$ cat config.mk
export PLATFORM = sky130hd
export DESIGN_NAME = mem_arbiter
export DESIGN_NICKNAME = d
export VERILOG_FILES = /design/src/rtl/mem_arbiter.sv
export SDC_FILE = /design/constraint.sdc
export NUM_CORES = 1
export LEC_CHECK = 0
export ABC_CLOCK_PERIOD_IN_PS = 2000
export CAP_MARGIN = 20
export CORE_MARGIN = 3
export CORE_UTILIZATION = 37
export DETAILED_ROUTE_END_ITERATION = 16
export MAX_ROUTING_LAYER = met4
export PLACE_DENSITY = 0.82
export SLEW_MARGIN = 20
export SYNTH_ARGS = -nofsm -noshare
export SYNTH_HDL_FRONTEND = slang
export SYNTH_SLANG_ARGS = --single-unit
$ cat constraint.sdc
create_clock -name clk -period 2 [get_ports clk]
set_input_delay 0.4 -clock clk [delete_from_list [all_inputs] [get_ports clk]]
set_output_delay 0.4 -clock clk [all_outputs]
set_load 0.05 [all_outputs]
$ cat src/rtl/mem_arbiter.sv
// mem_arbiter: round-robin arbiter giving NUM_CORES cores fixed-latency access
// to a single registered-output RAM, one transaction every four cycles.
module mem_arbiter #(
   parameter int NUM_CORES  = 4,
   parameter int WIDTH      = 12,
   parameter int DEPTH      = 256,
   parameter int ADDR_WIDTH = $clog2(DEPTH)
) (
   input  logic                            clk,
   input  logic                            rstN,
   input  logic [NUM_CORES-1:0]            req,
   input  logic [NUM_CORES-1:0]            wrEn_core,
   input  logic [NUM_CORES*ADDR_WIDTH-1:0] addr_core,
   input  logic [NUM_CORES*WIDTH-1:0]      dataIn_core,
   output logic [NUM_CORES-1:0]            ack,
   output logic [WIDTH-1:0]                rdData,
   output logic                            busy,
   output logic                            mem_wrEn,
   output logic [ADDR_WIDTH-1:0]           mem_addr,
   output logic [WIDTH-1:0]                mem_dataIn,
   input  logic [WIDTH-1:0]                mem_dataOut
);
   localparam int GW = NUM_CORES > 1 ? $clog2(NUM_CORES) : 1;
   typedef enum logic [1:0] {IDLE, ACCESS, WAIT, RESP} state_t;
   state_t                 state_q;
   logic [NUM_CORES-1:0]   ack_q;
   logic [WIDTH-1:0]       rd_q;
   logic                   busy_q;
   logic                   mem_wr_q;
   logic [ADDR_WIDTH-1:0]  addr_q;
   logic [WIDTH-1:0]       data_q;
   logic                   wr_q;
   logic [GW-1:0]          grant_q;
   logic [GW-1:0]          last_q;
   logic [GW-1:0]          win_d;
   logic [GW-1:0]          idx;
   logic                   found;
   logic [ADDR_WIDTH-1:0]  addr_d;
   logic [WIDTH-1:0]       data_d;
   logic                   wr_d;
   // Search starts one past the last winner so every requester gets a turn.
   always_comb begin
      win_d  = grant_q;
      idx    = '0;
      found  = 1'b0;
      addr_d = '0;
      data_d = '0;
      wr_d   = 1'b0;
      for (int k = 1; k <= NUM_CORES; k++) begin
         idx = GW'((int'(last_q) + k) % NUM_CORES);
         if (!found && req[idx]) begin
            found = 1'b1;
            win_d = idx;
         end
      end
      for (int i = 0; i < NUM_CORES; i++) begin
         if (win_d == GW'(i)) begin
            addr_d = addr_core[i*ADDR_WIDTH +: ADDR_WIDTH];
            data_d = dataIn_core[i*WIDTH +: WIDTH];
            wr_d   = wrEn_core[i];
         end
      end
   end
   always_ff @(posedge clk or negedge rstN) begin
      if (!rstN) begin
         state_q  <= IDLE;
         ack_q    <= '0;
         rd_q     <= '0;
         busy_q   <= 1'b0;
         mem_wr_q <= 1'b0;
         addr_q   <= '0;
         data_q   <= '0;
         wr_q     <= 1'b0;
         grant_q  <= '0;
         last_q   <= GW'(NUM_CORES - 1);
      end else begin
         ack_q    <= '0;
         mem_wr_q <= 1'b0;
         case (state_q)
            IDLE: if (|req) begin
               state_q  <= ACCESS;
               busy_q   <= 1'b1;
               grant_q  <= win_d;
               last_q   <= win_d;
               addr_q   <= addr_d;
               data_q   <= data_d;
               wr_q     <= wr_d;
               mem_wr_q <= wr_d;
            end
            ACCESS: state_q <= WAIT;
            // RAM output reflects the ACCESS-cycle address by now.
            WAIT: begin
               state_q        <= RESP;
               ack_q[grant_q] <= 1'b1;
               if (!wr_q) rd_q <= mem_dataOut;
            end
            RESP: begin
               state_q <= IDLE;
               busy_q  <= 1'b0;
            end
            default: state_q <= IDLE;
         endcase
      end
   end
   assign ack        = ack_q;
   assign rdData     = rd_q;
   assign busy       = busy_q;
   assign mem_wrEn   = mem_wr_q;
   assign mem_addr   = addr_q;
   assign mem_dataIn = data_q;
endmodule
; ---- After elaboration in Yosys (flattened, before gate mapping)
; Cells that the tools add are included.
[totals]
out_inout_bits = 38
latchBits = 0
ff_bits = 45
ramBits = 0
word_cells = 78
in_bits = 102
rom_bits = 0
n_memories = 0
[classes]
n_reduce_logical = 14
mul = 0
div_mod_pow = 0
n_shift = 0
muxes = 36
eq_ne = 7
add_sub_neg = 4
n_lt_le_gt_ge = 6
bitwise_logic = 1
[ops]
columns = op, count
row1 = $mux 12, 4
row2 = $mux 8, 4
row3 = $lt 2x3->1 const B, 5
row4 = $mux 1, 15
row5 = $mux 2, 5
row6 = $bmux 1 s2, 4
row7 = $eq 2x2->1 const B, 4
row8 = $pmux 2 s4, 1
row9 = $reduce_and 2->1, 3
row10 = $add 2x1->2 const B, 2
row11 = $add 2x2->2 const B, 2
row12 = $eq 2x1->1 const B, 2
row13 = $logic_and 1x1->1, 4
row14 = $logic_not 2->1, 2
row15 = $mux 4, 1
row16 = $reduce_or 4->1, 1
row17 = $logic_not 1->1, 3
row18 = $demux 1 s2, 1
row19 = $ge 2x1->1 const B, 1
row20 = $ne 2x2->1 const B, 1
row21 = $pmux 1 s2, 1
row22 = $reduce_bool 2->1, 1
row23 = $not 1->1, 1

; ---- Logic depth before layout (Yosys ltp)
; Gate-level depths: netlist of the first run.
[depth]
word_depth = 20
ltp_mapped = 11

; ---- Worst setup path before layout of the first run
; OpenSTA, ideal clock, no wires.
[synth_timing]
path_type = flip-flop to flip-flop
from = reg last_q[0]
to = reg addr_q[1] (netlist: mem_addr[1])
arrival_time_ns = 1.988
stages_incl_launch_ff = 10
slack_ns = -0.127
required_time_ns = 1.861
setup_time_ns = 0.139
path_cell_list = dfstp_2 buf_4 buf_4 nand2_1 o221ai_1 a32oi_2 o31ai_4 buf_4 mux2i_1 o221ai_1
[synth_via]
elab_chain_len = 18
[synth_rtl]
columns = element, line
row1 = "start, declared", 34  ; logic [GW-1:0] last_q;
row2 = "start signal, assigned", 75  ; last_q <= GW'(NUM_CORES - 1);
row3 = "start signal, assigned", 84  ; last_q <= win_d;
row4 = $add 2x1->2, 50  ; idx = GW'((int'(last_q) + k) % NUM_CORES);
row5 = $bmux 1 s2, 51  ; if (!found && req[idx]) begin
row6 = $mux 1 (implied by the code), 51
row7 = $mux 1, 51
row8 = $logic_not 1->1, 51
row9 = $logic_and 1x1->1, 51
row10 = $mux 1, 51
row11 = $logic_not 1->1, 51
row12 = $logic_and 1x1->1, 51
row13 = $mux 1, 51
row14 = $logic_not 1->1, 51
row15 = $logic_and 1x1->1, 51
row16 = $mux 2 *, 51
row17 = $logic_not 2->1, 57  ; if (win_d == GW'(i)) begin
row18 = $mux 8 (3 in a row), 57
row19 = $mux 8 *, 57
row20 = "end signal, assigned", 85  ; addr_q <= addr_d;
row21 = "end, declared", 30  ; logic [ADDR_WIDTH-1:0] addr_q;
; Every way passes the cells marked *; elsewhere a longest branch is shown, timed or not. The select of a mux whose other input is x is not followed.
; A chain may end at the register's enable or synchronous reset.

; ---- Final worst setup path of the first run
[layout_timing]
from = reg last_q[1]
to = reg addr_q[5] (netlist: mem_addr[5])
; Same word-level chain as after synthesis.

==> results.sh, run 1 <==
export IMPL_status="finished, violations left"
export IMPL_violations="setup timing"
export IMPL_synthTopCellsByArea="dfrtp_1 38%, nand2_1 12%, mux2_2 5.2%"
export IMPL_netlist_area_leader_share=0.384
export IMPL_drv_slew=0
export IMPL_cts_tree="built"
export IMPL_dp_cells=567
export IMPL_cpPeakStageDelay_ns=0.64
export IMPL_synth_area_sq_um=2800
export IMPL_yosysUniqueCellTypes=49
export IMPL_num_io_pins=140
export IMPL_timing_final_ws_setup_ns=-0.203
export IMPL_hold_viol=0
export IMPL_cts_clk_slew_worst_paths_ns=0.09
export IMPL_syn_inst=314
export IMPL_start_util=0.385
export IMPL_cts_root_buf="clkbuf_8"
export IMPL_design_area_sq_um=4980
export IMPL_hold_worst_slack_ns=0.163
export IMPL_dr_pass1_iters=5
export IMPL_startpoint_type="flip-flop"
export IMPL_period_needed_ns=2.20
export IMPL_die_x_um=93.1
export IMPL_slew_headroom=0.549
export IMPL_yosys_warnings=0
export IMPL_r2r_cells=11
export IMPL_num_vias=3246
export IMPL_nets=599
export IMPL_core_area_sq_um=7290
export IMPL_numCtsBuffers=5
export IMPL_cts_htree_levels=2
export IMPL_grt_usage=0.259
export IMPL_die_h_um=93.1
export IMPL_rr_startpoint="last_q[1]"
export IMPL_ys_flop_type="dfrtp_1"
export IMPL_grt_overflow=0
export IMPL_cp_required_ns=2.19
export IMPL_portBuffers=139
export IMPL_worst_path_max_delay_cell="dfstp_2"
export IMPL_wirelength_um=10900
export IMPL_critPathLaunch="last_q[1]"
export IMPL_place_congestion=0.818
export IMPL_grt_max_degree=46
export IMPL_grt_pass1_wl_um=17200
export IMPL_ant_nets=0
export IMPL_yosys_register_bits=45
export IMPL_clock_skew_ns=0.00972
export IMPL_insertion_delay_ns=0.30
export IMPL_synthArstFlopShare=1.00
export IMPL_fmax_mhz=454
export IMPL_drc=0
export IMPL_fillCellCount=530
export IMPL_synth_nets=420
export IMPL_synth_edf_count=0
export IMPL_area_growth_pct=77.7
export IMPL_worstHoldPathType="primary input to asynchronous set/reset pin"
export IMPL_path_class="flip-flop to flip-flop"
export IMPL_p_leak_nw=2.13
export IMPL_cts_sinks=45
export IMPL_fin_cells=593
export IMPL_fin_crit_sh=1.10
export IMPL_worstMarginPinSlew_ns=0.674
export IMPL_synth_area_leader_cell="dfrtp_1"
export IMPL_drt_iter0_markers=176
export IMPL_finalSetupTns_ns=-3.87
export IMPL_irDropWorstVdd_v=0.000685
export IMPL_cts_hold_buf=0
export IMPL_endpoint_kind="flip-flop"
export IMPL_die_area_sq_um=8660
export IMPL_place_area_sq_um=4550
export IMPL_worst_ep_arrival_time_ns=2.39
export IMPL_diodes=0
export IMPL_rsz0062_at_grt="yes"
export IMPL_synth_avg_cell_area_sq_um=8.93
export IMPL_hpwl_um=7470
export IMPL_p_total_mw=8.67
export IMPL_avgRoutedWirePerCell_um=18.4
export IMPL_yosysSeqAreaShare=0.402
export IMPL_clockBufferDepth=2
export IMPL_critPathMaxFanout=6
export IMPL_power_density_nw_per_um2=1740
export IMPL_antenna_found_initial=0
export IMPL_setup_violations=24
export IMPL_cp_cell_sequence="and2b_2, buf_4, nand3_2, nand3_2, o31ai_4, buf_6, buf_12, buf_4, nand2_1, nand2_1, o221a_2"
export IMPL_drive_gt1_frac=0.261
export IMPL_grt_pass1_vias=3319
export IMPL_cap_violations=0
export IMPL_via_per_inst=5.47
export IMPL_num_rows=31
[repair_timing]
item / 4_1_cts / 5_1_grt
endpoints found under the setup margin: 24 / 26
gates resized for setup: 32 / 8
endpoints found under the hold margin: 0 / 0
pin swaps: 5 / 3
buffers inserted: 14 / 0
gates cloned: 4 / 0
[stage by stage]
stage	util	worst slack, ns
global route	0.683	-0.299
detailed placement	0.623	-0.588
finish	0.683	-0.203
global placement	0.623	-0.551
CTS	0.679	-0.144
floorplan	-	-0.0382
[report_power, final]
group	switching, mW	internal (mW)	total [mW]
clock network	0.319	0.280	0.599
registers	0.311	1.38	1.69
logic	3.53	2.85	6.38
total	4.16	4.51	8.67
[final cells by class]
cell class | count | area (sq um) | share of cell area
Timing Repair Buffer | 197 | 1970 | 0.396
Multi-Input combinational cell | 239 | 1640 | 0.330
Sequential cell | 45 | 1130 | 0.227
Tap cell | 99 | 124 | 0.0249
Clock buffer | 6 | 82.6 | 0.0166
Inverter | 5 | 18.8 | 0.00377
Clock inverter | 2 | 13.8 | 0.00276
[sequential cells by signal (all words and copies together) (netlist names)]
register    count
rdData         12
grant_q         2
state_q         2
busy            1
mem_addr        8
mem_wrEn        1
ack             4
last_q          2
wr_q            1
mem_dataIn     12
[cells in the mapped netlist (all sizes together), types with 2 or more instances]
master,number
nand3,6
nand2,87
buf,18
and3,2
o21a,5
dfstp,2
a21oi,7
mux2,14
o221a,17
o211ai,2
nor3,2
mux2i,5
o221ai,5
nand2b,3
nor2b,5
dfrtp,43
o21ai,24
clkbuf,8
nor2,12
ha,4
nand4,17
a32oi,3
a211oi,2
inv,5
o22ai,2
[cell families after synthesis]
kind of cell	synth area share
and+or+nand+nor	0.224
adders and majority gates	0.0178
buffers and inverters	0.0629
DFF	0.402
muxes	0.0741
AOI/OAI and AO/OA	0.219
[cell usage in the layout (no fill, tap or decap), types with 3 or more instances in the layout]
| cell | Yosys | layout |
|---|---|---|
| a21oi_1 | 7 | 5 |
| buf_12 | 0 | 7 |
| buf_4 | 5 | 43 |
| buf_6 | 4 | 8 |
| clkbuf_8 | 0 | 6 |
| clkdlybuf4s50_1 | 0 | 132 |
| dfrtp_1 | 43 | 43 |
| dlygate4sd2_1 | 0 | 3 |
| ha_1 | 4 | 4 |
| inv_1 | 5 | 5 |
| mux2_2 | 13 | 13 |
| nand2_1 | 87 | 82 |
| nand2_2 | 0 | 4 |
| nand3_1 | 6 | 4 |
| nand4_1 | 17 | 17 |
| nor2_1 | 11 | 10 |
| nor2b_1 | 5 | 4 |
| o21a_1 | 5 | 5 |
| o21ai_0 | 23 | 23 |
| o221a_1 | 5 | 5 |
| o221a_2 | 12 | 12 |
| o221ai_2 | 0 | 5 |
[path summary, 6_finish.rpt]
check	endpoint	slack, ns
max	mem_addr[5]	-0.20
min	mem_dataIn[8]	0.16
max reg2reg	mem_addr[5]	-0.20
min reg2reg	rdData[11]	0.51
max in group asynchronous	rdData[7]	1.43
min in group clk	rdData[11]	0.51
[per-layer routing]
metal  share of wire  wire length (um)  vias up  global-route usage
li1                -                 -     1489                   -
met1            0.37              4040     1553               0.301
met2            0.52              5650      181               0.441
met3           0.091               995       23              0.0684
met4           0.021               231        0              0.0769
met5               0                 0        -                   -
[critical path, delay by kind of cell (launching register included)]
kind / cells / cell delay, ns
AO/OA/AOI/OAI: 2 / 0.33
AND/OR/NAND/NOR: 5 / 0.58
flip-flops: 1 / 0.64
buffers and inverters: 4 / 0.55
(Power assumes the default switching activity.)
==> run 2: changes to the inputs <==
--- a/config.mk
+++ b/config.mk
@@ -10,6 +10,7 @@
 export CORE_MARGIN = 3
 export CORE_UTILIZATION = 37
 export DETAILED_ROUTE_END_ITERATION = 16
+export GPL_TIMING_DRIVEN = 1
 export MAX_ROUTING_LAYER = met4
 export PLACE_DENSITY = 0.82
 export SLEW_MARGIN = 20
==> results of run 2 <==
Final layout, timing and power as in run 1 (identical DEF).
==> run 3: changes to the inputs <==
--- a/config.mk
+++ b/config.mk
@@ -5,6 +5,7 @@
 export SDC_FILE = /design/constraint.sdc
 export NUM_CORES = 1
 export LEC_CHECK = 0
+export ABC_AREA = 1
 export ABC_CLOCK_PERIOD_IN_PS = 2000
 export CAP_MARGIN = 20
 export CORE_MARGIN = 3
@@ -13,6 +14,7 @@
 export GPL_TIMING_DRIVEN = 1
 export MAX_ROUTING_LAYER = met4
 export PLACE_DENSITY = 0.82
+export REMOVE_ABC_BUFFERS = 1
 export SLEW_MARGIN = 20
 export SYNTH_ARGS = -nofsm -noshare
 export SYNTH_HDL_FRONTEND = slang
==> run 3 against run 2 <==
Net effect:
- the run still ends with setup timing left
- maximum frequency is 7.3% lower
- area after synthesis down 0.22%
- core utilization is 0.96 points lower
- critical path depth up 5
- synthesized cell count is 26% higher
- worst hold slack lost 0.081 ns
- sequential share of layout area rose by 0.32 points
- via count decreased by 2.1%
- critical endpoint is now mem_dataIn[5]
==> results.sh, run 3 <==
export IMPL_start_util=0.384
export IMPL_synth_compound_area_share=0.0881
export IMPL_synth_area_sq_um=2800
export IMPL_yosysMostFrequentCell="nand2_1"
export IMPL_ys_top_cells_by_count="151 x nand2_1, 51 x inv_1, 44 x nand3_1"
export IMPL_diodes=0
export IMPL_dr_pass1_iters=4
export IMPL_numCtsBuffers=5
export IMPL_timing_final_ws_setup_ns=-0.377
export IMPL_cpPeakStageDelay_ns=0.62
export IMPL_yosysSeqAreaShare=0.403
export IMPL_critPathMaxFanout=16
export IMPL_worstMarginPinSlew_ns=0.546
export IMPL_num_vias=3177
export IMPL_violations="setup timing"
export IMPL_worst_path_max_delay_cell="dfstp_2"
export IMPL_hold_worst_slack_ns=0.0820
export IMPL_grt_pass1_wl_um=14600
export IMPL_worstHoldPathType="primary input to asynchronous set/reset pin"
export IMPL_cp_required_ns=2.19
export IMPL_synth_avg_cell_area_sq_um=7.06
export IMPL_fmax_mhz=421
export IMPL_die_h_um=93.0
export IMPL_cts_tree="built"
export IMPL_synth_mux_area_frac=0.0483
export IMPL_synthTopCellsByArea="dfrtp_1 38%, nand2_1 20%, nand3_1 7.9%"
export IMPL_portBuffers=139
export IMPL_cts_htree_levels=2
export IMPL_synth_area_leader_cell="dfrtp_1"
export IMPL_yosys_register_bits=45
export IMPL_synth_simple_area_share=0.329
export IMPL_rsz0062_at_grt="yes"
export IMPL_yosysUniqueCellTypes=26
export IMPL_period_needed_ns=2.38
export IMPL_grt_pass1_vias=3189
export IMPL_avgRoutedWirePerCell_um=13.7
export IMPL_fillCellCount=614
export IMPL_final_cell_mix="136 x nand2_1, 136 x clkdlybuf4s50_1, 50 x inv_1, 43 x dfrtp_1, 41 x nand3_1"
export IMPL_area_growth_pct=75.6
export IMPL_regArea_sq_um=1130
export IMPL_nets=669
export IMPL_clock_skew_ns=0.00925
export IMPL_finalSetupTns_ns=-7.57
export IMPL_wl_met3_um=508
export IMPL_die_area_sq_um=8640
export IMPL_yosys_warnings=0
export IMPL_num_rows=31
export IMPL_ys_flop_type="dfrtp_1"
export IMPL_slew_headroom=0.635
export IMPL_worst_ep_arrival_time_ns=2.56
export IMPL_grt_max_degree=25
export IMPL_drt_iter0_markers=151
export IMPL_fin_crit_sh=1.19
export IMPL_cts_root_buf="clkbuf_8"
export IMPL_wl_met2_um=4940
export IMPL_hpwl_um=6850
export IMPL_drv_slew=0
export IMPL_synth_edf_count=0
export IMPL_grt_usage=0.219
export IMPL_drc=0
export IMPL_cp_top_family="simple AND/OR/NAND/NOR gates"
export IMPL_cts_sinks=45
export IMPL_wirelength_um=9110
export IMPL_antenna_found_initial=0
export IMPL_endpoint_kind="flip-flop"
export IMPL_cts_hold_buf=0
export IMPL_synth_top_family_by_area="simple AND/OR/NAND/NOR gates"
export IMPL_setup_violations=26
export IMPL_hold_viol=0
export IMPL_synth_adder_area_share=0.0179
export IMPL_ant_nets=0
export IMPL_num_io_pins=140
export IMPL_cts_clk_slew_worst_paths_ns=0.09
export IMPL_synth_xor_area_frac=0
export IMPL_cap_violations=0
export IMPL_grt_overflow=0
export IMPL_clockBufferDepth=2
export IMPL_die_x_um=93.0
export IMPL_status="finished, violations left"
export IMPL_netlist_area_leader_share=0.385
export IMPL_startpoint_type="flip-flop"
export IMPL_core_area_sq_um=7290
export IMPL_path_class="flip-flop to flip-flop"
export IMPL_top_layer="met4"
export IMPL_via_per_inst=4.79
export IMPL_cpMostUsedCell="nand2_1"
export IMPL_place_congestion=0.848
export IMPL_cp_cell_sequence="buf_6, nand2_1, nand3_1, nand2_2, nor2_4, nand3_4, nand2_2, inv_2, a21oi_4, buf_12, nor2_4, buf_12, nand2_1, nand3_2, nand2_1, nand2_1"
export IMPL_insertion_delay_ns=0.30
export IMPL_drive_gt1_frac=0.188
export IMPL_multi_input_area_sq_um=1480
export IMPL_cp_num_buf_inv=4
export IMPL_synthArstFlopShare=1.00
export IMPL_syn_inst=396
export IMPL_met1Wirelength_um=3520
run 3: cell types whose count changed after synthesis, moves of 6 or more:
cell     before  now
a21oi_1       7    1
inv_1         5   51
nand2_1      87  151
nand3_1       6   44
nand4_1      17    2
nor2_1       11    2
o21ai_1       1   27
o221a_2      12    0
run 3: area by class of cell:
| type | count | share of cell area |
|---|---|---|
| Clock inverter | 2 | 0.00713 |
| Multi-Input combinational cell | 278 | 0.302 |
| Timing Repair Buffer | 178 | 0.379 |
| Clock buffer | 6 | 0.0148 |
| Tap cell | 99 | 0.0252 |
| Sequential cell | 45 | 0.230 |
| Inverter | 55 | 0.0425 |
run 3: final timing paths:
kind,start,endpoint,slack (ns),depth (start not counted)
max in group asynchronous,rstN,mem_addr[1],1.39,2
min in group clk,mem_dataIn[10],mem_dataIn[10],0.48,2
setup reg to reg,last_q[0],mem_dataIn[5],-0.38,16
hold / removal,rstN,grant_q[1],0.08,1
hold reg to reg,mem_dataIn[10],mem_dataIn[10],0.48,2
setup / recovery,last_q[0],mem_dataIn[5],-0.38,16
run 3: routing by layer:
layer	up-vias	GRT usage
li1	1577	-
met1	1457	0.244
met2	127	0.398
met3	16	0.0382
met4	0	0.0647
met5	-	-
run 3: worst reg2reg max path: stages (launching register included):
cell and delay [ns]:
dfstp_2 0.62, buf_6 0.12, nand2_1 0.06, nand3_1 0.09
nand2_2 0.10, nor2_4 0.16, nand3_4 0.12, nand2_2 0.10
inv_2 0.05, a21oi_4 0.20, buf_12 0.16, nor2_4 0.05
buf_12 0.14, nand2_1 0.08, nand3_2 0.08, nand2_1 0.09
nand2_1 0.05
run 3: cells by family after synthesis:
group	count (synthesis)
compound gates	47
buf+inv	73
mux	12
fa+ha+maj	4
flops	45
simple gates	215
run 3: what timing repair did:
item,in CTS,in global routing
pin swaps,6,8
gates resized for setup,33,23
endpoints found under the setup margin,26,26
gates cloned,2,0
buffers inserted,8,3
run 3: stage by stage:
step           cells  area [sq um]  worst slack [ns]  utilization
3_5_place_dp     642          4470            -0.697        0.612
2_1_floorplan    378          2690            -0.465            -
4_1_cts          660          4820            -0.306        0.661
6_report         663          4910            -0.377        0.674
3_3_place_gp     642          4470            -0.553        0.612
5_1_grt          663          4910            -0.484        0.674
Power of run 3 is not shown: default switching activity piles up to over one toggle a cycle in this logic, so the estimate is an artifact.
